## src/rtl/axi_dac_pkg.sv

```systemverilog
// -----------------------------------------------------------------------------
// axi_dac_pkg
// Shared definitions for the processor-bus aggregator (axi_dac_up_aggr) and
// its ack-combine helper.
//   up_state_e        : aggregator FSM states (IDLE, WAIT_W, WAIT_R)
//   UP_TIMEOUT_DATA   : read data returned when a slave never answers
//   UP_ERR_CNT_WIDTH  : width of the saturating error counter
// -----------------------------------------------------------------------------
package axi_dac_pkg;

  typedef enum logic [1:0] {
    ST_IDLE   = 2'd0,
    ST_WAIT_W = 2'd1,
    ST_WAIT_R = 2'd2
  } up_state_e;

  localparam logic [31:0] UP_TIMEOUT_DATA  = 32'hDEAD_DEAD;
  localparam int          UP_ERR_CNT_WIDTH = 16;

endpackage

```

## src/rtl/axi_dac_up_ack_combine.sv

```systemverilog
// -----------------------------------------------------------------------------
// axi_dac_up_ack_combine
// Reduces the per-slave ack vector of the transaction currently in flight.
//   ack_i   : one ack bit per slave (already filtered to the right type)
//   data_i  : flattened slave read data, slave i in bits [32i+31:32i]
//   any_o   : at least one slave acked
//   multi_o : more than one slave acked in the same cycle
//   data_o  : OR of the data words of the acking slaves only
// -----------------------------------------------------------------------------
module axi_dac_up_ack_combine #(
  parameter int NUM_SLAVES = 4
) (
  input  logic [NUM_SLAVES-1:0]    ack_i,
  input  logic [32*NUM_SLAVES-1:0] data_i,
  output logic                     any_o,
  output logic                     multi_o,
  output logic [31:0]              data_o
);

  always_comb begin
    data_o = '0;
    for (int i = 0; i < NUM_SLAVES; i++) begin
      if (ack_i[i]) data_o = data_o | data_i[32*i +: 32];
    end
  end

  assign any_o   = |ack_i;
  // Clearing the lowest set bit leaves something only if two or more were set.
  assign multi_o = |(ack_i & (ack_i - NUM_SLAVES'(1)));

endmodule

```

## src/rtl/axi_dac_up_aggr.sv

```systemverilog
// -----------------------------------------------------------------------------
// axi_dac_up_aggr
// Fans one processor register master out to NUM_SLAVES register slaves and
// folds their acks back into a single response. One transaction is in flight
// at a time; one further request can wait in a single pending slot.
//
// Ports (all in the up_clk domain, up_rstn async active-low):
//   up_wreq/up_waddr/up_wdata, up_rreq/up_raddr : master requests
//   up_wack, up_rack/up_rdata                   : master responses
//   s_wreq/s_waddr/s_wdata, s_rreq/s_raddr      : broadcast slave requests
//   s_wack, s_rack/s_rdata                      : per-slave responses
//   up_err/up_err_count                         : error pulse, saturating count
//
// Build option: define AXI_DAC_UP_AGGR_TIMEOUT_EN to complete a transaction
// after TIMEOUT_CYCLES cycles without an ack (read data UP_TIMEOUT_DATA, error
// flagged). Without it the FSM waits for an ack indefinitely.
// -----------------------------------------------------------------------------
module axi_dac_up_aggr
  import axi_dac_pkg::*;
#(
  parameter int NUM_SLAVES     = 4,
  parameter int ADDR_WIDTH     = 14,
  parameter int TIMEOUT_CYCLES = 64
) (
  input  logic                        up_clk,
  input  logic                        up_rstn,
  input  logic                        up_wreq,
  input  logic [ADDR_WIDTH-1:0]       up_waddr,
  input  logic [31:0]                 up_wdata,
  output logic                        up_wack,
  input  logic                        up_rreq,
  input  logic [ADDR_WIDTH-1:0]       up_raddr,
  output logic                        up_rack,
  output logic [31:0]                 up_rdata,
  output logic [NUM_SLAVES-1:0]       s_wreq,
  output logic [ADDR_WIDTH-1:0]       s_waddr,
  output logic [31:0]                 s_wdata,
  input  logic [NUM_SLAVES-1:0]       s_wack,
  output logic [NUM_SLAVES-1:0]       s_rreq,
  output logic [ADDR_WIDTH-1:0]       s_raddr,
  input  logic [NUM_SLAVES-1:0]       s_rack,
  input  logic [32*NUM_SLAVES-1:0]    s_rdata,
  output logic                        up_err,
  output logic [UP_ERR_CNT_WIDTH-1:0] up_err_count
);

  if (NUM_SLAVES < 1 || NUM_SLAVES > 16 ||
      TIMEOUT_CYCLES < 2 || TIMEOUT_CYCLES > 65535) begin : g_bad_cfg
    $error("axi_dac_up_aggr: NUM_SLAVES or TIMEOUT_CYCLES out of range");
  end

  up_state_e                   state_q, state_d;
  logic                        pend_valid_q, pend_valid_d;
  logic                        pend_write_q, pend_write_d;
  logic [ADDR_WIDTH-1:0]       pend_addr_q, pend_addr_d;
  logic [31:0]                 pend_data_q, pend_data_d;
  logic                        s_wreq_q, s_wreq_d;
  logic                        s_rreq_q, s_rreq_d;
  logic [ADDR_WIDTH-1:0]       s_waddr_q, s_waddr_d;
  logic [ADDR_WIDTH-1:0]       s_raddr_q, s_raddr_d;
  logic [31:0]                 s_wdata_q, s_wdata_d;
  logic                        up_wack_q, up_wack_d;
  logic                        up_rack_q, up_rack_d;
  logic [31:0]                 up_rdata_q, up_rdata_d;
  logic                        up_err_q, up_err_d;
  logic [UP_ERR_CNT_WIDTH-1:0] err_cnt_q, err_cnt_d;

  logic                        took_w, took_r, drop, multi_hit, timeout;
  logic [NUM_SLAVES-1:0]       ack_sel;
  logic                        ack_any, ack_multi;
  logic [31:0]                 ack_data;
  logic                        to_hit;

  // Only acks of the type the FSM is waiting for are seen; everything else,
  // including any ack while idle, is dropped here.
  always_comb begin
    ack_sel = '0;
    if (state_q == ST_WAIT_W) ack_sel = s_wack;
    if (state_q == ST_WAIT_R) ack_sel = s_rack;
  end

  axi_dac_up_ack_combine #(
    .NUM_SLAVES (NUM_SLAVES)
  ) u_ack_combine (
    .ack_i   (ack_sel),
    .data_i  (s_rdata),
    .any_o   (ack_any),
    .multi_o (ack_multi),
    .data_o  (ack_data)
  );

`ifdef AXI_DAC_UP_AGGR_TIMEOUT_EN
  localparam logic [15:0] TO_LAST = 16'(TIMEOUT_CYCLES - 1);

  logic [15:0] to_cnt_q, to_cnt_d;

  // Zero in the cycle the slave request is on the bus, so the last cycle an
  // ack can still arrive is the one where the count reaches TIMEOUT_CYCLES-1.
  always_comb begin
    to_cnt_d = to_cnt_q;
    if (s_wreq_d || s_rreq_d)    to_cnt_d = '0;
    else if (state_q != ST_IDLE) to_cnt_d = to_cnt_q + 16'd1;
  end

  always_ff @(posedge up_clk or negedge up_rstn) begin
    if (!up_rstn) to_cnt_q <= '0;
    else          to_cnt_q <= to_cnt_d;
  end

  assign to_hit = (to_cnt_q == TO_LAST);
`else
  assign to_hit = 1'b0;
`endif

  always_comb begin
    // NOTE: every signal driven here gets a default first, so no path can
    // leave one unassigned and infer a latch.
    state_d      = state_q;
    pend_valid_d = pend_valid_q;
    pend_write_d = pend_write_q;
    pend_addr_d  = pend_addr_q;
    pend_data_d  = pend_data_q;
    s_wreq_d     = 1'b0;
    s_rreq_d     = 1'b0;
    s_waddr_d    = s_waddr_q;
    s_raddr_d    = s_raddr_q;
    s_wdata_d    = s_wdata_q;
    up_wack_d    = 1'b0;
    up_rack_d    = 1'b0;
    up_rdata_d   = '0;
    took_w       = 1'b0;
    took_r       = 1'b0;
    drop         = 1'b0;
    multi_hit    = 1'b0;
    timeout      = 1'b0;

    unique case (state_q)
      ST_IDLE: begin
        // A waiting request always goes before anything new from the master.
        if (pend_valid_q) begin
          pend_valid_d = 1'b0;
          if (pend_write_q) begin
            s_wreq_d  = 1'b1;
            s_waddr_d = pend_addr_q;
            s_wdata_d = pend_data_q;
            state_d   = ST_WAIT_W;
          end else begin
            s_rreq_d  = 1'b1;
            s_raddr_d = pend_addr_q;
            state_d   = ST_WAIT_R;
          end
        end else if (up_wreq) begin
          took_w    = 1'b1;
          s_wreq_d  = 1'b1;
          s_waddr_d = up_waddr;
          s_wdata_d = up_wdata;
          state_d   = ST_WAIT_W;
        end else if (up_rreq) begin
          took_r    = 1'b1;
          s_rreq_d  = 1'b1;
          s_raddr_d = up_raddr;
          state_d   = ST_WAIT_R;
        end
      end
      ST_WAIT_W: begin
        if (ack_any) begin
          up_wack_d = 1'b1;
          multi_hit = ack_multi;
          state_d   = ST_IDLE;
        end else if (to_hit) begin
          up_wack_d = 1'b1;
          timeout   = 1'b1;
          state_d   = ST_IDLE;
        end
      end
      ST_WAIT_R: begin
        if (ack_any) begin
          up_rack_d  = 1'b1;
          up_rdata_d = ack_data;
          multi_hit  = ack_multi;
          state_d    = ST_IDLE;
        end else if (to_hit) begin
          up_rack_d  = 1'b1;
          up_rdata_d = UP_TIMEOUT_DATA;
          timeout    = 1'b1;
          state_d    = ST_IDLE;
        end
      end
      default: state_d = ST_IDLE;
    endcase

    // Requests not issued this cycle compete for the slot, write first. The
    // slot counts as free if the pending entry was just issued.
    if (up_wreq && !took_w) begin
      if (!pend_valid_d) begin
        pend_valid_d = 1'b1;
        pend_write_d = 1'b1;
        pend_addr_d  = up_waddr;
        pend_data_d  = up_wdata;
      end else begin
        drop = 1'b1;
      end
    end
    if (up_rreq && !took_r) begin
      if (!pend_valid_d) begin
        pend_valid_d = 1'b1;
        pend_write_d = 1'b0;
        pend_addr_d  = up_raddr;
        pend_data_d  = '0;
      end else begin
        drop = 1'b1;
      end
    end

    // Several error causes in one cycle still count once.
    up_err_d  = drop | multi_hit | timeout;
    err_cnt_d = err_cnt_q;
    if (up_err_d && (err_cnt_q != '1)) err_cnt_d = err_cnt_q + UP_ERR_CNT_WIDTH'(1);
  end

  always_ff @(posedge up_clk or negedge up_rstn) begin
    if (!up_rstn) begin
      state_q      <= ST_IDLE;
      pend_valid_q <= 1'b0;
      pend_write_q <= 1'b0;
      pend_addr_q  <= '0;
      pend_data_q  <= '0;
      s_wreq_q     <= 1'b0;
      s_rreq_q     <= 1'b0;
      s_waddr_q    <= '0;
      s_raddr_q    <= '0;
      s_wdata_q    <= '0;
      up_wack_q    <= 1'b0;
      up_rack_q    <= 1'b0;
      up_rdata_q   <= '0;
      up_err_q     <= 1'b0;
      err_cnt_q    <= '0;
    end else begin
      // NOTE: non-blocking assignments so every flop samples pre-edge values.
      state_q      <= state_d;
      pend_valid_q <= pend_valid_d;
      pend_write_q <= pend_write_d;
      pend_addr_q  <= pend_addr_d;
      pend_data_q  <= pend_data_d;
      s_wreq_q     <= s_wreq_d;
      s_rreq_q     <= s_rreq_d;
      s_waddr_q    <= s_waddr_d;
      s_raddr_q    <= s_raddr_d;
      s_wdata_q    <= s_wdata_d;
      up_wack_q    <= up_wack_d;
      up_rack_q    <= up_rack_d;
      up_rdata_q   <= up_rdata_d;
      up_err_q     <= up_err_d;
      err_cnt_q    <= err_cnt_d;
    end
  end

  assign s_wreq       = {NUM_SLAVES{s_wreq_q}};
  assign s_rreq       = {NUM_SLAVES{s_rreq_q}};
  assign s_waddr      = s_waddr_q;
  assign s_raddr      = s_raddr_q;
  assign s_wdata      = s_wdata_q;
  assign up_wack      = up_wack_q;
  assign up_rack      = up_rack_q;
  assign up_rdata     = up_rdata_q;
  assign up_err       = up_err_q;
  assign up_err_count = err_cnt_q;

endmodule
```

## config.mk

```make
export PLATFORM = sky130hd
export DESIGN_NAME = axi_dac_up_aggr
export DESIGN_NICKNAME = d
export VERILOG_FILES = /design/src/rtl/axi_dac_pkg.sv /design/src/rtl/axi_dac_up_ack_combine.sv /design/src/rtl/axi_dac_up_aggr.sv
export SDC_FILE = /design/constraint.sdc
export NUM_CORES = 1
export LEC_CHECK = 0
export CAP_MARGIN = 25
export CORE_MARGIN = 2
export CORE_UTILIZATION = 43
export DETAILED_ROUTE_END_ITERATION = 10
export HOLD_SLACK_MARGIN = 0.1
export PLACE_DENSITY = 0.79
export SLEW_MARGIN = 20
export SYNTH_ARGS = -nofsm -noshare
export SYNTH_HDL_FRONTEND = slang
export SYNTH_SLANG_ARGS = --single-unit
export TNS_END_PERCENT = 20
```

## constraint.sdc

```tcl
create_clock -name up_clk -period 2.1 [get_ports up_clk]
set_input_delay 0.525 -clock up_clk [delete_from_list [all_inputs] [get_ports up_clk]]
set_output_delay 0.525 -clock up_clk [all_outputs]
set_load 0.005 [all_outputs]
```

==> flow_metrics.env, run 1 <==
export IMPL_clock_latency_ns=0.42
export IMPL_cts_max_path_buffers=2
export IMPL_synth_cell_types=36
export IMPL_ir_drop_mv=0.8142
export IMPL_synth_xor_area_share_pct=1.502
export IMPL_yosys_top_cells_area="dfrtp_1, mux2i_1, nand2_1, a22oi_1, o21ai_0"
export IMPL_cts_tree="yes"
export IMPL_use_met2_pct=40.33
export IMPL_grt_max_degree=70
export IMPL_dieWidth_um=136.8
export IMPL_antenna_found_initial=0
export IMPL_fin_crit_sh_pct=96.20
export IMPL_area_delta_synth_final_pct=57.86
export IMPL_r2r_cells=7
export IMPL_grt_busiest_layer="met2"
export IMPL_grtUsageMet1_pct=34.13
export IMPL_avgSynthCellArea_um2=10.00
export IMPL_synth_seq_area_share_pct=53.80
export IMPL_drtPass1Iterations=5
export IMPL_status="completed"
export IMPL_hold_path_class="reg2reg"
export IMPL_routed_wl_um=24370
export IMPL_synth_top_family_by_area="compound AO/OA/AOI/OAI gates"
export IMPL_cts_clk_slew_worst_paths_ns=0.06
export IMPL_clkSinkCount=163
export IMPL_htree_levels=4
export IMPL_required_ns=2.40
export IMPL_ant_nets=0
export IMPL_grt_pass1_wl_um=37090
export IMPL_hold_viol_final=0
export IMPL_cap_violations=0
export IMPL_synth_compound_area_share_pct=17.73
export IMPL_cp_start_kind="flip-flop"
export IMPL_ys_warnings_count=0
export IMPL_criticalPathCategory="reg2reg"
export IMPL_dp_hpwl_um=17930
export IMPL_synthSimpleGateAreaFrac_pct=10.99
export IMPL_path_max_fanout=10
export IMPL_slew_headroom_pct=68.62
export IMPL_critPathCaptureType="flip-flop"
export IMPL_clock_skew_ns=0.01065
export IMPL_cp_arrival_ns=2.32
export IMPL_gr_total_overflow=0
export IMPL_drtIter0Drc=304
export IMPL_placementRows=48
export IMPL_syn_inst=758
export IMPL_final_common_cell="clkdlybuf4s50_1"
export IMPL_syn_nets=962
export IMPL_p_leak_nw=5.346
export IMPL_grt_pass1_vias=6931
export IMPL_gr_usage_met3_pct=6.370
export IMPL_synth_mux_area_share_pct=10.63
export IMPL_maxSlewViolCount=0
export IMPL_die_y_um=136.8
export IMPL_worst_hold_slack_ns=0.4811
export IMPL_layout_common_cells="clkdlybuf4s50_1, dfrtp_1, nand2_1"
export IMPL_max_freq_ghz=0.4950
export IMPL_cts_root_buf="clkbuf_16"
export IMPL_p_total_w=0.01502
export IMPL_worst_pin_slew_ns=0.4706
export IMPL_io_buffers=318
export IMPL_io_pins=319
export IMPL_powerDensity_nw_per_um2=1255
export IMPL_wl_per_cell_um=18.37
export IMPL_whs_path_depth=2
export IMPL_design_die_area_um2=18710
export IMPL_start_util_pct=43.83
export IMPL_syn_area_um2=7581
export IMPL_synth_adder_area_share_pct=0.6602
export IMPL_setup_viol=0
export IMPL_core_area_um2=17300
export IMPL_fin_tns_setup_ns=0
export IMPL_grt_use_total_pct=26.02
export IMPL_synth_seq_cells=163
export IMPL_period_minus_slack_ns=2.020
export IMPL_rsz0062_at_grt="true"
export IMPL_drive_gt1_share_pct=10.55
export IMPL_synth_top_cell_area_share_pct=53.80
export IMPL_route_detailed_drc=0
export IMPL_synth_top_area_cell="dfrtp_1"
export IMPL_final_net_count=1291
export IMPL_numCtsBuffers=17
export IMPL_vias_per_cell=5.297
export IMPL_num_vias=7024
export IMPL_gp_congestion=0.9654
==> cell families (layout without fill, tap and decap cells) <==
logic type,Yosys count,in the layout
other,0,1
adder cells (fa/ha/maj),4,4
XOR/XNOR,13,13
buffers and inverters,72,414
multiplexers,80,80
AO/OA/AOI/OAI,227,227
AND/OR/NAND/NOR,199,199
flip-flops,163,163
==> through the flow <==
step	setup slack, ns	instances	util [%]	cell area, µm²
after floorplan	0.2042	758	-	7581
after global placement	-0.2627	1289	65.40	11310
after detailed placement	-0.3209	1289	65.40	11310
after CTS	0.004495	1322	68.64	11870
after global routing	-0.01315	1325	69.18	11970
final	0.07985	1326	69.19	11970
==> what timing repair did <==
item                                    in CTS  in global routing
hold buffers                                 1                  0
endpoints found under the hold margin       29                  0
buffers inserted                             0                  3
pin swaps                                    0                  8
gates resized for setup                      2                 17
gates cloned                                 0                  0
endpoints found under the setup margin       5                 44
==> cell usage after synthesis <==
cell        n
nand2b_1    3
inv_2       1
buf_2      26
o22a_1      1
nor3b_1     1
a21boi_4    1
nor3_1      1
nand2_2     1
nand4_2     1
a21oi_1    65
nor2b_1     6
buf_6       2
mux2_2      2
nand2_1   156
o21ai_1    11
buf_4      10
mux2i_1    76
inv_1       6
a21o_1      1
nand4_1     5
and2_1      2
dfrtp_1   163
o211ai_1    1
o31ai_1     2
xnor2_1    12
xor2_1      1
clkbuf_1   27
o21ai_0    78
nor2_1      5
a22oi_1    65
a22oi_2     1
ha_1        4
o221ai_2    1
mux2_1      2
and3_1      6
nand3_1    12
==> power by group <==
group	internal, W	switching [W]
sequential	0.00427	0.000707
clock	0.00155	0.00136
combinational	0.00373	0.00341
==> routing by layer <==
layer	part of all wire [%]	wire length [µm]
met1	43	10560
met2	46	11300
met3	6.0	1473
met4	3.9	943
met5	0.39	96
==> state kept, by name (all words and copies together), names as in the netlist, 2 cells and up, named ones only <==
signal / flops
pend_data_q: 32
state_q: 2
up_err_count: 16
s_wdata: 32
s_raddr: 14
up_rdata: 32
pend_addr_q: 14
s_waddr: 14
==> worst max-delay path: stages (launching register included) <==
cell and delay (ns):
dfrtp_1 0.40, buf_4 0.15, ha_4 0.19, o21ai_1 0.27, o221ai_4 0.18, a21boi_4 0.24
buf_4 0.15, mux2_2 0.32
==> final cells by class <==
cell class                      instances  area, µm²
Tap cell                              225      281.5
Clock buffer                           18      429.2
Inverter                                7      26.28
Sequential cell                       163       4083
Fill cell                            1333       5329
Antenna cell                            1      2.502
Timing Repair Buffer                  375       3769
Multi-Input combinational cell        523       3258
Clock inverter                         14      118.9
==> path summary, 6_finish.rpt <==
check                            from               to  slack [ns]
min reg2reg                s_raddr[3]       s_raddr[3]        0.48
max                        state_q[1]  up_err_count[1]        0.08
min in group asynchronous     up_rstn       s_wdata[4]        0.56
max reg2reg                state_q[1]  up_err_count[1]        0.08
max in group asynchronous     up_rstn      s_wdata[17]        0.92
min                        s_raddr[3]       s_raddr[3]        0.48
Note: power is estimated with default switching activity, not from simulation.
==> run 2, diff against run 1 <==
--- a/config.mk
+++ b/config.mk
@@ -11,7 +11,7 @@
 export DETAILED_ROUTE_END_ITERATION = 10
 export HOLD_SLACK_MARGIN = 0.1
 export PLACE_DENSITY = 0.79
-export SLEW_MARGIN = 20
+export SLEW_MARGIN = 15
 export SYNTH_ARGS = -nofsm -noshare
 export SYNTH_HDL_FRONTEND = slang
 export SYNTH_SLANG_ARGS = --single-unit
==> constraint.sdc (replaced) <==
create_clock -name up_clk -period 2.1 [get_ports up_clk]
set_input_delay 0.525 -clock up_clk [delete_from_list [all_inputs] [get_ports up_clk]]
set_output_delay 0.525 -clock up_clk [all_outputs]
set_load 0.1 [all_outputs]
==> flow_metrics.env, run 2 (same netlist as run 1, synthesis figures left out) <==
export IMPL_status="completed"
export IMPL_grt_pass1_wl_um=37090
export IMPL_drive_gt1_share_pct=21.16
export IMPL_cp_num_cells=8
export IMPL_setup_viol=0
export IMPL_period_minus_slack_ns=2.018
export IMPL_cts_clk_slew_worst_paths_ns=0.07
export IMPL_r2r_slack_ns=0.08
export IMPL_max_freq_ghz=0.4956
export IMPL_wl_met2_um=11280
export IMPL_vias_per_cell=5.311
export IMPL_start_util_pct=43.83
export IMPL_cts_tree="yes"
export IMPL_maxSlewViolCount=0
export IMPL_fin_util_pct=68.07
export IMPL_path_max_fanout=5
export IMPL_clock_skew_ns=0.008547
export IMPL_cp_arrival_ns=2.31
export IMPL_ir_drop_mv=1.434
export IMPL_clkSinkCount=163
export IMPL_cts_root_buf="clkbuf_16"
export IMPL_final_net_count=1278
export IMPL_core_area_um2=17300
export IMPL_grt_use_total_pct=26.05
export IMPL_grt_max_degree=61
export IMPL_path_cells="inv_1 -> ha_4 -> nand2b_1 -> a21o_1 -> a22oi_2 -> nand2_2 -> nand4_1 -> mux2_1"
export IMPL_setup_slack_ns=0.08244
export IMPL_num_vias=6973
export IMPL_cp_slowest_stage_delay_ns=0.42
export IMPL_hold_viol_final=0
export IMPL_fillers=1359
export IMPL_critPathBufInv=1
export IMPL_wl_per_cell_um=18.57
export IMPL_cts_max_path_buffers=2
export IMPL_grt_pass1_vias=6809
export IMPL_area_delta_synth_final_pct=55.31
export IMPL_routed_top_layer="met4"
export IMPL_dp_cells=1279
export IMPL_r2r_cells=8
export IMPL_die_y_um=136.8
export IMPL_criticalPathCategory="reg2reg"
export IMPL_placementRows=48
export IMPL_fin_cells=1313
export IMPL_postCtsSetupRepairBufs=0
export IMPL_gp_congestion=0.8862
export IMPL_antenna_found_initial=2
export IMPL_wl_met3_um=1596
export IMPL_place_ws_ns=-0.3441
export IMPL_dieWidth_um=136.8
export IMPL_dp_hpwl_um=17760
export IMPL_slew_headroom_pct=75.46
export IMPL_cp_start_kind="flip-flop"
export IMPL_drtPass1Iterations=5
export IMPL_worst_pin_slew_ns=0.3682
export IMPL_layout_common_cells="clkdlybuf4s50_1, nand2_1, dfrtp_1"
export IMPL_routed_wl_um=24380
export IMPL_hold_path_class="reg2reg"
export IMPL_drtIter0Drc=402
export IMPL_worst_hold_slack_ns=0.4850
export IMPL_numCtsBuffers=17
export IMPL_fin_crit_sh_pct=96.07
export IMPL_design_die_area_um2=18710
export IMPL_cap_violations=0
export IMPL_final_common_cell="clkdlybuf4s50_1"
export IMPL_whs_path_depth=2
export IMPL_clock_latency_ns=0.42
export IMPL_p_leak_nw=5.512
export IMPL_io_buffers=318
export IMPL_ant_nets=0
export IMPL_critPathCaptureType="flip-flop"
export IMPL_htree_levels=4
export IMPL_crit_family="compound AO/OA/AOI/OAI gates"
export IMPL_required_ns=2.40
export IMPL_route_detailed_drc=0
export IMPL_wl_met1_um=10670
export IMPL_critical_path_slowest_cell="dfrtp_1"
export IMPL_gr_total_overflow=0
export IMPL_io_pins=319
export IMPL_powerDensity_nw_per_um2=1729
run 2: changes by cell type in the layout (fill, tap and decap cells not counted), sizes merged:
cell,delta
clkbuf,+2
inv,-2
clkinv,+1
clkinvlp,-2
bufinv,+1
clkdlybuf4s50,-119
buf,+106
run 2: routing by layer:
layer | vias up | track usage, %
li1 | 3299 | -
met1 | 3350 | 36.16
met2 | 263 | 39.42
met3 | 61 | 5.667
met4 | 0 | 10.82
met5 | - | 1.667
run 2: cell type report:
| cell class | count | area, µm² | share of cell area, % |
|---|---|---|---|
| clock inverter | 12 | 122.6 | 1.041 |
| antenna | 1 | 2.502 | 0.02125 |
| inverter | 7 | 26.28 | 0.2232 |
| multi-input combinational | 523 | 3264 | 27.73 |
| clock buffer | 20 | 456.7 | 3.879 |
| tap | 225 | 281.5 | 2.391 |
| timing repair buffer | 362 | 3520 | 29.89 |
| sequential | 163 | 4100 | 34.82 |
run 2: repair_timing:
action,4_1_cts,5_1_grt
cloned,0,0
endpoints found under the setup margin,9,20
endpoints found under the hold margin,26,0
resized for setup,2,8
pin swaps,0,3
hold buffers,1,0
run 2: worst paths after layout:
check,startpoint,to
min reg2reg,s_wdata[2],s_wdata[2]
min in group asynchronous,up_rstn,s_wdata[7]
max in group asynchronous,up_rstn,s_wdata[28]
max,state_q[0],up_err_count[14]
max reg2reg,state_q[0],up_err_count[14]
min,s_wdata[2],s_wdata[2]
run 2: power by group:
part,internal (W),switching [W],leakage [nW]
clock,0.00173,0.00135,0.285
sequential,0.00429,0.000750,2.10
combinational,0.00359,0.00866,3.13
run 2: worst min-delay path: stages, from the launching register on:
cell and delay, ns:
dfrtp_1 0.35, nand2_1 0.05, o21ai_0 0.06
run 2: through the flow:
step           setup TNS, ns  area, µm²  power (W)
5_1_grt             -0.02092      11770    0.02138
4_1_cts             -0.01023      11730    0.02041
2_1_floorplan       -0.06759       7630    0.01378
3_3_place_gp          -4.318      11140    0.01709
3_5_place_dp          -8.085      11140    0.01729
6_report                   0      11770    0.02036
==> run 3, diff against run 2 <==
==> constraint.sdc (replaced) <==
create_clock -name up_clk -period 1.9 [get_ports up_clk]
set_input_delay 0.475 -clock up_clk [delete_from_list [all_inputs] [get_ports up_clk]]
set_output_delay 0.475 -clock up_clk [all_outputs]
set_load 0.1 [all_outputs]
==> flow_metrics.env, run 3 (same netlist as run 1, synthesis figures left out) <==
export IMPL_worst_pin_slew_ns=0.4883
export IMPL_cts_root_buf="clkbuf_16"
export IMPL_setup_slack_ns=-0.08125
export IMPL_start_util_pct=43.83
export IMPL_wl_per_cell_um=20.52
export IMPL_final_net_count=1321
export IMPL_gr_usage_met3_pct=7.630
export IMPL_hold_viol_final=0
export IMPL_powerDensity_nw_per_um2=1883
export IMPL_place_ws_ns=-0.5478
export IMPL_grt_busiest_layer="met2"
export IMPL_slew_headroom_pct=67.45
export IMPL_fin_crit_sh_pct=104.3
export IMPL_io_pins=319
export IMPL_max_freq_ghz=0.5047
export IMPL_num_vias=7439
export IMPL_drtPass1Iterations=5
export IMPL_layout_common_cells="clkdlybuf4s50_1, dfrtp_1, nand2_1"
export IMPL_cts_clk_slew_worst_paths_ns=0.07
export IMPL_clkSinkCount=163
export IMPL_numCtsBuffers=17
export IMPL_htree_levels=4
export IMPL_cp_start_kind="flip-flop"
export IMPL_n_antenna_cell=0
export IMPL_clock_skew_ns=0.007263
export IMPL_criticalPathCategory="reg2reg"
export IMPL_path_cells="inv_2 -> buf_6 -> ha_4 -> nand2b_4 -> a21o_1 -> a22oi_2 -> a21boi_4 -> buf_6 -> buf_6 -> buf_6 -> xor2_1"
export IMPL_hold_path_class="reg2reg"
export IMPL_rsz0062_at_grt="true"
export IMPL_grt_use_total_pct=29.05
export IMPL_grt_pass1_vias=7622
export IMPL_setup_viol=50
export IMPL_fin_tns_setup_ns=-1.606
export IMPL_vias_per_cell=5.494
export IMPL_p_total_w=0.02610
export IMPL_dp_hpwl_um=19290
export IMPL_maxSlewViolCount=0
export IMPL_gr_total_overflow=0
export IMPL_design_die_area_um2=18710
export IMPL_use_met2_pct=45.89
export IMPL_dp_cells=1306
export IMPL_cts_max_path_buffers=2
export IMPL_final_common_cell="clkdlybuf4s50_1"
export IMPL_clock_latency_ns=0.42
export IMPL_cp_common_cell="buf_6"
export IMPL_violations="setup timing"
export IMPL_antenna_found_initial=0
export IMPL_required_ns=2.21
export IMPL_drive_gt1_share_pct=27.72
export IMPL_r2r_slack_ns=-0.08
export IMPL_routed_wl_um=27790
export IMPL_gp_congestion=0.9431
export IMPL_critical_path_slowest_cell="dfrtp_1"
export IMPL_drtIter0Drc=558
export IMPL_placementRows=48
export IMPL_ir_drop_mv=1.678
export IMPL_grt_pass1_wl_um=41140
export IMPL_core_area_um2=17300
export IMPL_status="complete, but fails checks"
export IMPL_grt_max_degree=50
export IMPL_fin_cells=1354
export IMPL_cp_arrival_ns=2.29
export IMPL_critPathCaptureType="flip-flop"
export IMPL_grtUsageMet1_pct=37.18
export IMPL_dieWidth_um=136.8
export IMPL_route_detailed_drc=0
export IMPL_path_max_fanout=5
export IMPL_p_leak_nw=6.215
export IMPL_fillers=1003
export IMPL_cp_slowest_stage_delay_ns=0.41
export IMPL_period_minus_slack_ns=1.981
export IMPL_io_buffers=318
export IMPL_area_delta_synth_final_pct=82.79
export IMPL_cap_violations=0
export IMPL_ant_nets=0
export IMPL_cts_tree="yes"
export IMPL_die_y_um=136.8
[run 3: layout make-up]
| class | instances | area, µm² | area share (%) |
|---|---|---|---|
| inverters | 7 | 26.28 | 0.1896 |
| flip-flops and latches | 163 | 4100 | 29.59 |
| clock buffers | 18 | 429.2 | 3.097 |
| well taps | 225 | 281.5 | 2.032 |
| clock inverters | 13 | 152.6 | 1.102 |
| multi-input cells | 523 | 3470 | 25.04 |
| repair buffers | 405 | 5398 | 38.95 |
[run 3: path summary, 6_finish.rpt]
check / from / endpoint / cells past startpoint
max in group asynchronous: up_rstn / up_err_count[1] / 3
min in group asynchronous: up_rstn / s_wdata[5] / 2
max: state_q[0] / up_err_count[0] / 11
min reg2reg: pend_data_q[15] / pend_data_q[15] / 2
min: pend_data_q[15] / pend_data_q[15] / 2
max reg2reg: state_q[0] / up_err_count[0] / 11
[run 3: repair_timing]
action,in CTS,in global routing
hold endpoints to repair,41,0
hold buffers,1,0
buffers inserted,8,5
pin swaps,13,14
gates cloned,1,2
endpoints found under the setup margin,86,87
gates resized for setup,35,46
[run 3: critical path: cells and delay by family, from the launching register on]
family	cells	cell delay, ns
AO/OA/AOI/OAI	3	0.51
buffers and inverters	5	0.57
AND/OR/NAND/NOR	1	0.06
adder cells (fa/ha/maj)	1	0.18
XOR/XNOR	1	0.13
flip-flops	1	0.41
[run 3: metal layers]
| layer | part of all wire, % | vias to the layer above |
|---|---|---|
| met3 | 7.1 | 84 |
| met1 | 41 | 3642 |
| li1 | - | 3374 |
| met5 | 0.27 | - |
| met4 | 3.8 | 2 |
| met2 | 48 | 337 |
[run 3: through the flow]
| stage | hold slack [ns] | util (%) | cell area [µm²] |
|---|---|---|---|
| final | 0.5198 | 80.11 | 13860 |
| after global routing | 0.5357 | 80.11 | 13860 |
| after CTS | 0.5203 | 78.54 | 13590 |
| after detailed placement | 0.4557 | 73.81 | 12770 |
| after global placement | 0.4510 | 73.81 | 12770 |
| after floorplan | 0.1794 | - | 7630 |
[run 3: where the power goes]
group / total [W] / leakage [nW] / switching, W / internal, W
clock network: 0.00340 / 0.274 / 0.00145 / 0.00195
logic: 0.0168 / 3.84 / 0.0102 / 0.00655
registers: 0.00594 / 2.10 / 0.00120 / 0.00474
total: 0.0261 / 6.21 / 0.0129 / 0.0132
